--- config.mk ---
export PLATFORM = sky130hd
export DESIGN_NAME = lca_32
export DESIGN_NICKNAME = d
export VERILOG_FILES = /design/src/rtl/lca_32.sv
export SDC_FILE = /design/constraint.sdc
export NUM_CORES = 1
export LEC_CHECK = 0
export ABC_CLOCK_PERIOD_IN_PS = 3720
export CELL_PAD_IN_SITES_DETAIL_PLACEMENT = 2
export CELL_PAD_IN_SITES_GLOBAL_PLACEMENT = 2
export CORE_MARGIN = 2
export CORE_UTILIZATION = 30
export CTS_BUF_LIST = sky130_fd_sc_hd__clkbuf_16
export DETAILED_ROUTE_END_ITERATION = 12
export DONT_BUFFER_PORTS = 1
export MAX_ROUTING_LAYER = met4
export PLACE_DENSITY = 0.79
export SETUP_SLACK_MARGIN = 0.2
export SLEW_MARGIN = 20
export SYNTH_ARGS = -nofsm -noshare
export SYNTH_HDL_FRONTEND = slang
export SYNTH_SLANG_ARGS = --single-unit
--- constraint.sdc ---
create_clock -name clk -period 3.72 [get_ports clk]
set_clock_uncertainty 0.2 [all_clocks]
set_input_delay 0.744 -clock clk [delete_from_list [all_inputs] [get_ports clk]]
set_output_delay 0.744 -clock clk [all_outputs]
set_load 0.03 [all_outputs]
--- src/rtl/lca_32.sv ---
// ----------------------------------------------------------------------------
// lca_32 -- registered 32-bit two-level carry-lookahead adder.
//
// Computes {C2, F} = A + B + C0 (modulo 2^32 with carry-out) and captures the
// result in output registers on every rising clock edge (latency 1, one
// operand set accepted per cycle).
//
// Carry structure:
//   - 8 four-bit cells, each producing group generate/propagate (G, P) and
//     fully expanded internal carries from its cell carry-in.
//   - 2 sixteen-bit lookahead units, each taking 4 cells' G/P plus the group
//     carry-in and producing the cell carry-ins, G16 and P16.
//   - A top-level lookahead across the two halves producing C1 (carry into
//     bit 16, internal) and the carry-out.
// No carry ripples across more than one bit; every carry is a lookahead term.
//
// Ports:
//   clk  in   1   system clock, rising edge
//   rst  in   1   synchronous active-high reset (F=0, C2=0)
//   A    in   32  addend
//   B    in   32  addend
//   C0   in   1   carry-in to bit 0
//   F    out  32  registered sum
//   C2   out  1   registered carry-out of bit 31
// ----------------------------------------------------------------------------
module lca_32 (
    input  logic        clk,
    input  logic        rst,
    input  logic [31:0] A,
    input  logic [31:0] B,
    input  logic        C0,
    output logic [31:0] F,
    output logic        C2
);

    // Carries into positions 0..3 of a 4-wide lookahead block, fully expanded
    // from the block carry-in. Used both for bit carries inside a cell and for
    // cell carries inside a 16-bit group.
    function automatic logic [3:0] la_carry(input logic [3:0] g,
                                            input logic [3:0] p,
                                            input logic       ci);
        logic [3:0] c;
        c[0] = ci;
        c[1] = g[0] | (p[0] & ci);
        c[2] = g[1] | (p[1] & g[0]) | (p[1] & p[0] & ci);
        c[3] = g[2] | (p[2] & g[1]) | (p[2] & p[1] & g[0])
             | (p[2] & p[1] & p[0] & ci);
        return c;
    endfunction

    // Block generate (bit 1) and propagate (bit 0) of a 4-wide block.
    function automatic logic [1:0] la_gp(input logic [3:0] g,
                                         input logic [3:0] p);
        logic gg;
        logic pp;
        gg = g[3] | (p[3] & g[2]) | (p[3] & p[2] & g[1])
           | (p[3] & p[2] & p[1] & g[0]);
        pp = &p;
        return {gg, pp};
    endfunction

    logic [31:0] g_bit;
    logic [31:0] p_bit;
    logic [31:0] c_bit;
    logic [7:0]  cell_g;
    logic [7:0]  cell_p;
    logic [7:0]  cell_cin;
    logic [1:0]  gp16_lo;
    logic [1:0]  gp16_hi;
    logic        c1;
    logic        cout;

    logic [31:0] f_d;
    logic [31:0] f_q;
    logic        c2_d;
    logic        c2_q;

    assign g_bit = A & B;
    assign p_bit = A ^ B;

    // Level 1: per-cell group generate/propagate, independent of carry-in.
    for (genvar k = 0; k < 8; k++) begin : g_cell_gp
        assign {cell_g[k], cell_p[k]} = la_gp(g_bit[4*k +: 4], p_bit[4*k +: 4]);
    end

    // Level 2: 16-bit group G/P from the four cells of each half.
    assign gp16_lo = la_gp(cell_g[3:0], cell_p[3:0]);
    assign gp16_hi = la_gp(cell_g[7:4], cell_p[7:4]);

    // Top level: carries across the two halves, both taken straight from C0.
    assign c1   = gp16_lo[1] | (gp16_lo[0] & C0);
    assign cout = gp16_hi[1] | (gp16_hi[0] & gp16_lo[1])
                | (gp16_hi[0] & gp16_lo[0] & C0);

    // Level 2: cell carry-ins within each half.
    assign cell_cin[3:0] = la_carry(cell_g[3:0], cell_p[3:0], C0);
    assign cell_cin[7:4] = la_carry(cell_g[7:4], cell_p[7:4], c1);

    // Level 1: bit carries inside each cell from its cell carry-in.
    for (genvar k = 0; k < 8; k++) begin : g_cell_carry
        assign c_bit[4*k +: 4] = la_carry(g_bit[4*k +: 4], p_bit[4*k +: 4],
                                          cell_cin[k]);
    end

    assign f_d  = p_bit ^ c_bit;
    assign c2_d = cout;

    // Output register stage; reset overrides the incoming operands.
    always_ff @(posedge clk) begin
        if (rst) begin
            f_q  <= 32'h0000_0000;
            c2_q <= 1'b0;
        end else begin
            f_q  <= f_d;
            c2_q <= c2_d;
        end
    end

    assign F  = f_q;
    assign C2 = c2_q;

endmodule

==> out/metrics.csv, run 1 <==
metric,value,unit
outcome,"complete, no violations",
"FFs w/ async S/R, synth",0,%
sequential share of the synthesized area,28.7,%
Sw Pwr,415,uW
Ant. Diodes,0,
Final nets,365,
unrepaired setup endpoints after global routing,no,
CP startpoint kind,input port,
P&R area growth vs syn,11.9,%
Yosys top cell area share,28.7,%
DR pass1 iterations,4,
PortBufs,0,
worst hold path class,in -> reg,
WP data required,3.70,ns
Post-Route WL,6.40,mm
register area,661,sq um
Root Buffer,clkbuf_16,
number of H-tree levels,2,
Detail Placement HPWL,5.35,mm
Max Cap Violations,0,
setup TNS,0,ns
Initial Utilization,31.4,%
row count,31,
fraction of layout cells with a size suffix above 1,7.34,%
FILL cells,819,
Die Y,91.6,um
hold path start,rst,
"Distinct cells, synth",44,
first-pass GRT wire length,10.7,mm
CTS tree,done,
Commonest cells post-synth,"dfxtp_1, ha_1, nor2_1, a21oi_1, nand2_1",
largest area contributor in the synthesized netlist,dfxtp_1,
CTS sink cnt,33,
hold depth,1,
Crit path arrival time,3.25,ns
Post-CTS Setup Inserts,0,
PD cells,461,nW/um^2
clock slew at reported path FFs,0.06,ns
Worst Path Max Fanout,3,
initial antenna violation count,0,
ys flop type,dfxtp_1,
Max clock buf depth,2,
"Warnings, synthesis",0,
Critical Path Sink Type,register,
clock share of power,33.6,%
Tmin final,3.28,ns
largest vdd supply drop,151,uV
Multi-input gate area,1600,sq um
f_max,305,MHz
"EDFF count, synth",0,
PostCTS Resize Cnt,0,
part of the power in combinational logic,22.6,%
initial DRC count,25,
synth top area cells,"dfxtp_1, ha_1, fa_1, nor2_1, a21oi_1",
Worst Hold End,F[29]$_SDFF_PP0_,
critical path class,in -> reg,
"count leader, synth",dfxtp_1,
drc violations,0,
gr usage total,16.5,%
worst-margin pin slew,0.448,ns
Routed WL per cell,17.9,um
Die Footprint,8390,sq um
Rel. slew slack,69.7,%
final hold viol count,0,
Synthesized Nets,359,
Core Area,7330,sq um
via count,1863,
total grt overflow,0,
largest net degree at the start of global routing,44,
Antenna Nets Post-Route,0,
Internal Power,771,uW
average cell area after synthesis,9.13,sq um
P_leak,0.00110,uW
Die Width,91.6,um
CTS Hold Buffers Added,0,
Synth Register Bits,33,
Reg power frac,43.9,%
Syn Inst Count,252,
vias in the first global route,2080,
IO Count,100,
final worst-path cycle share,88.1,%
Final Slew Violations,0,
placed insts,350,
GP Congestion,0.743,
final number of setup-violating endpoints,0,
Layout Cells excl Fill,358,
Sw Share,35.0,%
Synth Cell Area,2300,sq um
cts bufs inserted,5,
via/cell ratio,5.20,
metal layers:
layer	part of all wire [%]	global-route usage, %	wire [um]
met5	0	-	0
met4	2.4	5.56	155
met3	4.6	4.07	295
met2	51	28.6	3270
met1	42	18.6	2670
power by group through the flow:
stage	registers (uW)	clock network [uW]	logic [uW]
floorplan	520	0	215
detailed placement	531	0	268
finish	521	398	268
global placement	529	0	254
global route	525	428	309
CTS	523	404	270
worst max-delay path by stage:
stage / depth (start not counted) / from / to / slack, ns
after detailed placement: 10 / A[3] / F[28]$_SDFF_PP0_ / 0.07
after CTS: 10 / A[3] / F[28]$_SDFF_PP0_ / 0.35
after global placement: 10 / A[3] / F[28]$_SDFF_PP0_ / 0.14
after floorplan: 10 / A[3] / F[28]$_SDFF_PP0_ / 0.20
after global routing: 11 / A[2] / F[25]$_SDFF_PP0_ / 0.25
final: 10 / A[3] / F[28]$_SDFF_PP0_ / 0.44
state kept, by name (all words and copies together), names as in the netlist:
signal,flops
F,32
C2,1
cell type report:
class | instances | area share [%]
clock inverters | 3 | 0.438
flip-flops and latches | 33 | 25.7
well taps | 99 | 4.81
inverters | 9 | 1.31
repair buffers | 3 | 0.875
multi-input cells | 206 | 62.0
clock buffers | 5 | 4.86
per-stage QoR:
stage	total power [uW]	util [%]	setup WS [ns]	area, sq um	hold slack, ns
2_1_floorplan	735	-	0.204	2300	0.770
3_5_place_dp	799	33.2	0.0663	2430	0.623
3_3_place_gp	784	33.2	0.136	2430	0.621
5_1_grt	1260	35.1	0.254	2570	0.330
4_1_cts	1200	35.0	0.347	2570	0.330
6_report	1190	35.1	0.444	2570	0.343
logic make-up (layout without fill, tap and decap cells):
family,count (synthesis),in the layout,synth area share [%]
compound gates,60,60,18.0
simple gates,86,86,18.4
flops,33,33,28.7
fa+ha+maj,40,40,24.4
xor+xnor,14,14,5.33
mux,6,6,3.10
buf+inv,13,20,2.12
worst max-delay path, stage by stage:
cell and delay [ns]:
ha_1 0.31, and2_1 0.18, nand3_2 0.10, a2111o_1 0.50
a2111oi_4 0.42, nor2_2 0.08, o31ai_2 0.22, a21o_1 0.16
fa_1 0.40, nor2b_1 0.14
cells in the final DEF, fill, tap and decap left out, types with 3 or more instances in the layout:
master     count
nor3b_1        3
mux2_2         3
xor2_1         3
a21oi_1       21
nand2_1       16
ha_1          32
a21o_1         7
clkbuf_16      5
xnor2_1       11
fa_1           8
nor2_1        32
nand4_1        3
nor2b_1       12
buf_4          3
inv_1         12
o21ai_0        9
dfxtp_1       33
nand3_1        4
or3_1          4
o21a_1         5
No activity file was read; power rests on OpenSTA's default activity.
==> inputs of run 2 (changes only) <==
SLEW_MARGIN = 10   (was 20)
==> results of run 2 <==
Same layout as run 1: the final DEF is identical, and so are final timing and power.
